==> config.mk <==
export PLATFORM = sky130hd
export DESIGN_NAME = dna_orient_pipe
export DESIGN_NICKNAME = d
export VERILOG_FILES = /design/src/rtl/dna_pkg.sv /design/src/rtl/dna_prefix_classify.sv /design/src/rtl/dna_orient_pipe.sv
export SDC_FILE = /design/constraint.sdc
export NUM_CORES = 1
export LEC_CHECK = 0
export CAP_MARGIN = 20
export CORE_MARGIN = 10
export CORE_UTILIZATION = 48
export CTS_CLUSTER_SIZE = 20
export DETAILED_ROUTE_END_ITERATION = 10
export GPL_TIMING_DRIVEN = 0
export MAX_ROUTING_LAYER = met4
export PLACE_DENSITY_LB_ADDON = 0.2
export SYNTH_ARGS = -nofsm -noshare
export SYNTH_HDL_FRONTEND = slang
export SYNTH_SLANG_ARGS = --single-unit
==> constraint.sdc <==
create_clock -name clk -period 3.4 [get_ports clk]
set_clock_uncertainty 0.2 [all_clocks]
set_input_delay 0.85 -clock clk [delete_from_list [all_inputs] [get_ports clk]]
set_output_delay 0.85 -clock clk [all_outputs]
set_load 0.01 [all_outputs]
==> src/rtl/dna_pkg.sv <==
// Shared nucleotide types, rank helper and orientation enum for the DNA
// orientation pipeline.
package dna_pkg;

  typedef logic [1:0] nuc_t;

  localparam nuc_t NUC_1 = 2'b01;
  localparam nuc_t NUC_2 = 2'b10;
  localparam nuc_t NUC_3 = 2'b11;
  localparam nuc_t NUC_4 = 2'b00;

  typedef enum logic [1:0] {
    OR_FWD = 2'd0,
    OR_REV = 2'd1,
    OR_PFX = 2'd2
  } orient_e;

  // Rank order used for classification: 01 < 10 < 11 < 00.
  function automatic logic [2:0] nuc_rank(input nuc_t d);
    logic [2:0] r;
    case (d)
      NUC_1:   r = 3'd1;
      NUC_2:   r = 3'd2;
      NUC_3:   r = 3'd3;
      default: r = 3'd4;
    endcase
    return r;
  endfunction

endpackage

==> src/rtl/dna_prefix_classify.sv <==
// Combinational orientation classifier from the two leading digits of a word.
module dna_prefix_classify
  import dna_pkg::*;
(
  input  nuc_t    d0,
  input  nuc_t    d1,
  output orient_e orient
);

  logic [2:0] w_r0;
  logic [2:0] w_r1;

  assign w_r0 = nuc_rank(d0);
  assign w_r1 = nuc_rank(d1);

  // Ascending leading ranks mean forward, descending mean reversed, equal
  // ranks mean the deletion sits in the prefix.
  always_comb begin
    orient = OR_PFX;
    if (w_r0 < w_r1)      orient = OR_FWD;
    else if (w_r0 > w_r1) orient = OR_REV;
  end

endmodule

==> src/rtl/dna_orient_pipe.sv <==
// Two-stage valid/ready orientation stage for DNA codewords.
// S1 captures the word and its classification, S2 holds the word in forward
// orientation together with its flags.
// Optional statistics counters are built when DNA_ORIENT_STATS_EN is defined;
// otherwise rev_count/pfx_count read 0 and stats_clr is ignored.
module dna_orient_pipe
  import dna_pkg::*;
#(
  parameter int unsigned N     = 8,
  parameter int unsigned CNT_W = 16
) (
  input  logic             clk,
  input  logic             rst_n,
  input  logic             in_valid,
  output logic             in_ready,
  input  logic [2*N-1:0]   in_word,
  output logic             out_valid,
  input  logic             out_ready,
  output logic [2*N-1:0]   out_word,
  output logic             out_reversed,
  output logic             out_in_prefix,
  input  logic             stats_clr,
  output logic [CNT_W-1:0] rev_count,
  output logic [CNT_W-1:0] pfx_count
);

  orient_e        w_orient;
  logic           w_adv1;
  logic           w_adv2;
  logic [2*N-1:0] w_rev_word;
  logic [2*N-1:0] w_fwd_word;

  logic           r_s1_v;
  logic [2*N-1:0] r_s1_word;
  logic           r_s1_rev;
  logic           r_s1_pfx;

  logic           r_s2_v;
  logic [2*N-1:0] r_s2_word;
  logic           r_s2_rev;
  logic           r_s2_pfx;

  dna_prefix_classify u_classify (
    .d0     (in_word[2*N-1 -: 2]),
    .d1     (in_word[2*N-3 -: 2]),
    .orient (w_orient)
  );

  assign w_adv2   = !r_s2_v || out_ready;
  assign w_adv1   = !r_s1_v || w_adv2;
  assign in_ready = w_adv1;

  // Digit i of the result takes digit N-1-i of the S1 word; the mapping is
  // symmetric on the 2-bit lane index, bits inside a digit keep their order.
  for (genvar gi = 0; gi < N; gi++) begin : g_rev
    assign w_rev_word[2*gi +: 2] = r_s1_word[2*(N-1-gi) +: 2];
  end

  assign w_fwd_word = r_s1_rev ? w_rev_word : r_s1_word;

  // Stage 1: capture the incoming word and its classification.
  always_ff @(posedge clk or negedge rst_n) begin
    if (!rst_n) begin
      r_s1_v    <= 1'b0;
      r_s1_word <= '0;
      r_s1_rev  <= 1'b0;
      r_s1_pfx  <= 1'b0;
    end else if (w_adv1) begin
      r_s1_v <= in_valid;
      if (in_valid) begin
        r_s1_word <= in_word;
        r_s1_rev  <= (w_orient == OR_REV);
        r_s1_pfx  <= (w_orient == OR_PFX);
      end
    end
  end

  // Stage 2: hold the forward-oriented word and flags for the consumer.
  always_ff @(posedge clk or negedge rst_n) begin
    if (!rst_n) begin
      r_s2_v    <= 1'b0;
      r_s2_word <= '0;
      r_s2_rev  <= 1'b0;
      r_s2_pfx  <= 1'b0;
    end else if (w_adv2) begin
      r_s2_v <= r_s1_v;
      if (r_s1_v) begin
        r_s2_word <= w_fwd_word;
        r_s2_rev  <= r_s1_rev;
        r_s2_pfx  <= r_s1_pfx;
      end
    end
  end

  assign out_valid     = r_s2_v;
  assign out_word      = r_s2_word;
  assign out_reversed  = r_s2_rev;
  assign out_in_prefix = r_s2_pfx;

`ifdef DNA_ORIENT_STATS_EN
  localparam logic [CNT_W-1:0] L_ONE = CNT_W'(1);

  logic             w_out_hs;
  logic [CNT_W-1:0] r_rev_cnt;
  logic [CNT_W-1:0] r_pfx_cnt;

  assign w_out_hs = r_s2_v && out_ready;

  // Saturating emit counters; a clear beats a same-cycle increment.
  always_ff @(posedge clk or negedge rst_n) begin
    if (!rst_n) begin
      r_rev_cnt <= '0;
      r_pfx_cnt <= '0;
    end else if (stats_clr) begin
      r_rev_cnt <= '0;
      r_pfx_cnt <= '0;
    end else if (w_out_hs) begin
      if (r_s2_rev && (r_rev_cnt != '1)) r_rev_cnt <= r_rev_cnt + L_ONE;
      if (r_s2_pfx && (r_pfx_cnt != '1)) r_pfx_cnt <= r_pfx_cnt + L_ONE;
    end
  end

  assign rev_count = r_rev_cnt;
  assign pfx_count = r_pfx_cnt;
`else
  logic w_unused_clr;

  assign w_unused_clr = stats_clr;
  assign rev_count    = '0;
  assign pfx_count    = '0;
`endif

endmodule
Yosys cells after proc, flatten, opt, wreduce, memory -nomap -nowiden:

Cells that the tools add are included.

* output and inout port bits: 52
* bits in registers: 38
* logic and storage cells: 29

* equality and inequality tests: 8
* reduce and logical (&&, ||, !) cells: 6
* magnitude comparators: 2
* mux-type cells: 5

Operators with widths (count)
* $pmux 3 s3: 2
* $mux 16: 1
* $eq 2x2->1 const B: 5
* $eq 2x1->1 const B: 3
* $mux 2: 2
* $reduce_and 2->1: 2
* $gt 3x3->1: 1
* $lt 3x3->1: 1
* $logic_not 1->1: 2
* $logic_or 1x1->1: 2

Longest topological paths before layout:

* word-level depth: 6
* mapped depth: 5

Modules after synthesis:

From an unflattened synthesis, not the netlist that was laid out.

* cell total of the unflattened synthesis: 171
* area, all modules: 1993.2 um^2

Modules (own cells, without submodules)
* dna_orient_pipe: times used 1, area each 1891.8 um^2, sequential area each 950.9 um^2, cells each 156
* dna_prefix_classify: times used 1, area each 101.3 um^2, sequential area each 0.0 um^2, cells each 15

Worst setup path before layout:

OpenSTA, ideal clock, no wires.

* path kind: input to register
* start point: input port in_word[13]
* end point: register r_s1_pfx
* slack: 1.258 ns
* arrival time: 1.817 ns
* path buffers: 0
* data required time: 3.075 ns
* stages: 5
* library setup time: 0.125 ns
* path through: or2_2 > ha_1 > nand3_1 > a21oi_1 > mux2_4

* cells in the longest elaborated chain, start to end: 6

Ends and longest elaborated chain
* start: declaration: line dna_orient_pipe.sv:16 `input logic [2*N-1:0] in_word,`
* $eq 2x2->1 or $eq 2x1->1 (tied branches): line dna_pkg.sv:21 `case (d)`
* $pmux 3 s3 *: line dna_pkg.sv:21
* $gt 3x3->1: line dna_prefix_classify.sv:21 `else if (w_r0 > w_r1) orient = OR_REV;`
* $mux 2: line dna_prefix_classify.sv:21
* $mux 2 *: line dna_prefix_classify.sv:20 `if (w_r0 < w_r1) orient = OR_FWD;`
* $eq 2x2->1 *: line dna_orient_pipe.sv:73 `r_s1_pfx <= (w_orient == OR_PFX);`
* end signal: assignment: line dna_orient_pipe.sv:73
* end: declaration: line dna_orient_pipe.sv:36 `logic r_s1_pfx;`

Every way passes the cells marked *; elsewhere a longest branch is shown, timed or not.
A chain may end at the register's enable or synchronous reset.

Final worst setup path:

* start point: input port out_ready
* end point: output port in_ready

* cells in the longest elaborated chain, start to end: 2

Ends and longest elaborated chain
* start: declaration: line dna_orient_pipe.sv:18 `input logic out_ready,`
* $logic_or 1x1->1: line dna_orient_pipe.sv:49 `assign w_adv2 = !r_s2_v || out_ready;`
* $logic_or 1x1->1: line dna_orient_pipe.sv:50 `assign w_adv1 = !r_s1_v || w_adv2;`
* end: declaration: line dna_orient_pipe.sv:15 `output logic in_ready,`

Every way passes these cells.

==> results.cfg <==
[run_status]
outcome = finished clean

[drt]
wl_per_cell_um = 13.9
route.top_layer_used = met4
dr.first_iter.drc_count = 79
via_per_inst = 4.55
wl_met3_um = 344
ant_nets = 0
wl_met1_um = 1870
drc = 0
routed_wl_um = 4180
dr_wl_met2_um = 1900
via_count = 1366
first_pass_iters = 4

[timing]
finalSetupTns_ps = 0
finalMaxSlewViolations = 0
rsz0062_at_grt = false
timing.final.crit_share = 0.904
setup_viol = 0
relSlewSlack = 0.465
fin_worst_hold_slack_ps = 310
period_needed_ps = 3070
setup_ws_ps = 325
hold_viol = 0
fmax_mhz = 325
worstMarginPinSlew_ps = 802

[flow_run]
drv_cap = 0

[synth]
synthFlopType = dfrtp_1
synth_edf_count = 0
ys_ff_latch = 38
synth.cell_area_sq_mm = 0.00201
syn_inst = 172
ys_warn_count = 0
syn_area_per_cell_sq_um = 11.7
seq_area_frac_synth = 0.472
synthArstFlopShare = 1.00
yosysUniqueCellTypes = 23

[clock_network]
cts_buffer_depth = 2
clock_sinks = 38
postCtsSetupBuffers = 0
cts_tree = yes
cts_resized = 0
clk_pin_slew_ps = 70
cts_root_buffer = clkbuf_8
postCtsHoldBufs = 0
htreeDepth = 2
cts_buffers = 5
clk-insertion-delay-late_ps = 290

[critical_path]
worstSetupPathType = in2out
start_kind = primary input
reg2reg_depth = 5
cp-end-kind = output pin
required_ps = 2350
worstPathArrival_ps = 2020
worstPathMaxFanout = 4

[finish]
finish.utilization = 0.675
drive_above_1_share = 0.280
fin_area_sq_mm = 0.00272
diodes = 0
layout_common_cells = clkdlybuf4s50_1 (38), dfrtp_1 (38), buf_4 (34), conb_1 (32), a21oi_1 (18)
syn_to_final_growth_pct = 35.1
finalNetCount = 273

[placement]
gp_congestion = 0.707
postPlaceCellArea_sq_mm = 0.00258
place_ws_ps = 315
dpl.hpwl_um = 3380
port_buffers = 39

[grt]
grt_pass1_vias = 1375
antenna_found_initial = 0
grt_pass1_wl_um = 6750
grt_max_degree = 39
grt_usage = 0.117
grt.overflow.total = 0

[worst_hold_path]
whs_path_depth = 1
hp-class = reg2reg

[floorplan]
die_w_um = 84.8
fp.dieH_um = 84.8
num_rows = 23
die_area_sq_mm = 0.00719
coreArea_sq_mm = 0.00403
ioPinCount = 73
initial_core_util = 0.500

[power]
power.leakage_nw = 1.30
max-vdd-ir-drop_v = 0.000441
power_density_mw_per_mm2 = 561
-- report_power, final --
part | internal [mW] | total (mW) | switching [mW]
Sequential | 0.542 | 0.600 | 0.0573
Clock | 0.313 | 0.473 | 0.160
Combinational | 0.261 | 0.455 | 0.194
-- critical path, cell delays in order --
cell and delay, ps:
clkdlybuf4s50_1 470, nand3b_4 160, clkdlybuf4s50_1 550
-- cells in the mapped netlist (3+ instances only) --
cell,instances,share of area
a31oi_1,16,0.050
a21oi_1,18,0.045
buf_2,3,0.0075
dfrtp_1,38,0.47
ha_1,3,0.019
clkbuf_1,6,0.011
buf_4,34,0.13
mux2i_1,16,0.080
mux2_4,9,0.067
nand2b_1,3,0.0093
mux2_2,10,0.056
-- metrics by stage --
step	total power [mW]	std cells
global placement	1.06	292
floorplan	0.861	203
finish	1.53	300
CTS	1.54	300
detailed placement	1.07	292
global route	1.60	300
-- final timing paths --
kind | start | to | slack, ps
worst min register to register | out_reversed | out_reversed | 310
worst max-delay path | out_ready | in_ready | 330
min in group asynchronous | rst_n | r_s1_pfx | 450
worst min-delay path | out_reversed | out_reversed | 310
worst max register to register | r_s1_v | r_s1_word[12] | 1840
max in group asynchronous | rst_n | out_word[2] | 2050
-- sequential cells by signal, summed over array words and instances, names as in the netlist --
signal         count
r_s1_v             1
out_in_prefix      1
r_s1_pfx           1
r_s1_rev           1
out_valid          1
r_s1_word         16
out_reversed       1
out_word          16
-- per-layer routing --
layer | track usage | vias up
met5 | - | -
met4 | 0.0494 | 0
met3 | 0.0444 | 7
met2 | 0.176 | 51
met1 | 0.138 | 615
li1 | - | 693
-- layout make-up --
class                           count  area, sq um
Fill cell                         302         1310
Sequential cell                    38          951
Multi-Input combinational cell    118          853
Timing Repair Buffer               39          385
Buffer                             45          319
Clock buffer                        6         82.6
Tap cell                           50         62.6
Clock inverter                      2         60.1
Inverter                            2         7.51
-- cells by family (layout without fill, tap and decap cells) --
group | after synthesis | count (layout) | share of synthesized area
adders and majority gates | 3 | 3 | 0.0186
buffers and inverters | 47 | 94 | 0.162
AOI/OAI and AO/OA | 36 | 36 | 0.102
DFF | 38 | 38 | 0.472
other | 1 | 32 | 0.00186
and+or+nand+nor | 12 | 12 | 0.0404
muxes | 35 | 35 | 0.202
Power figures use the tool's default switching activity.
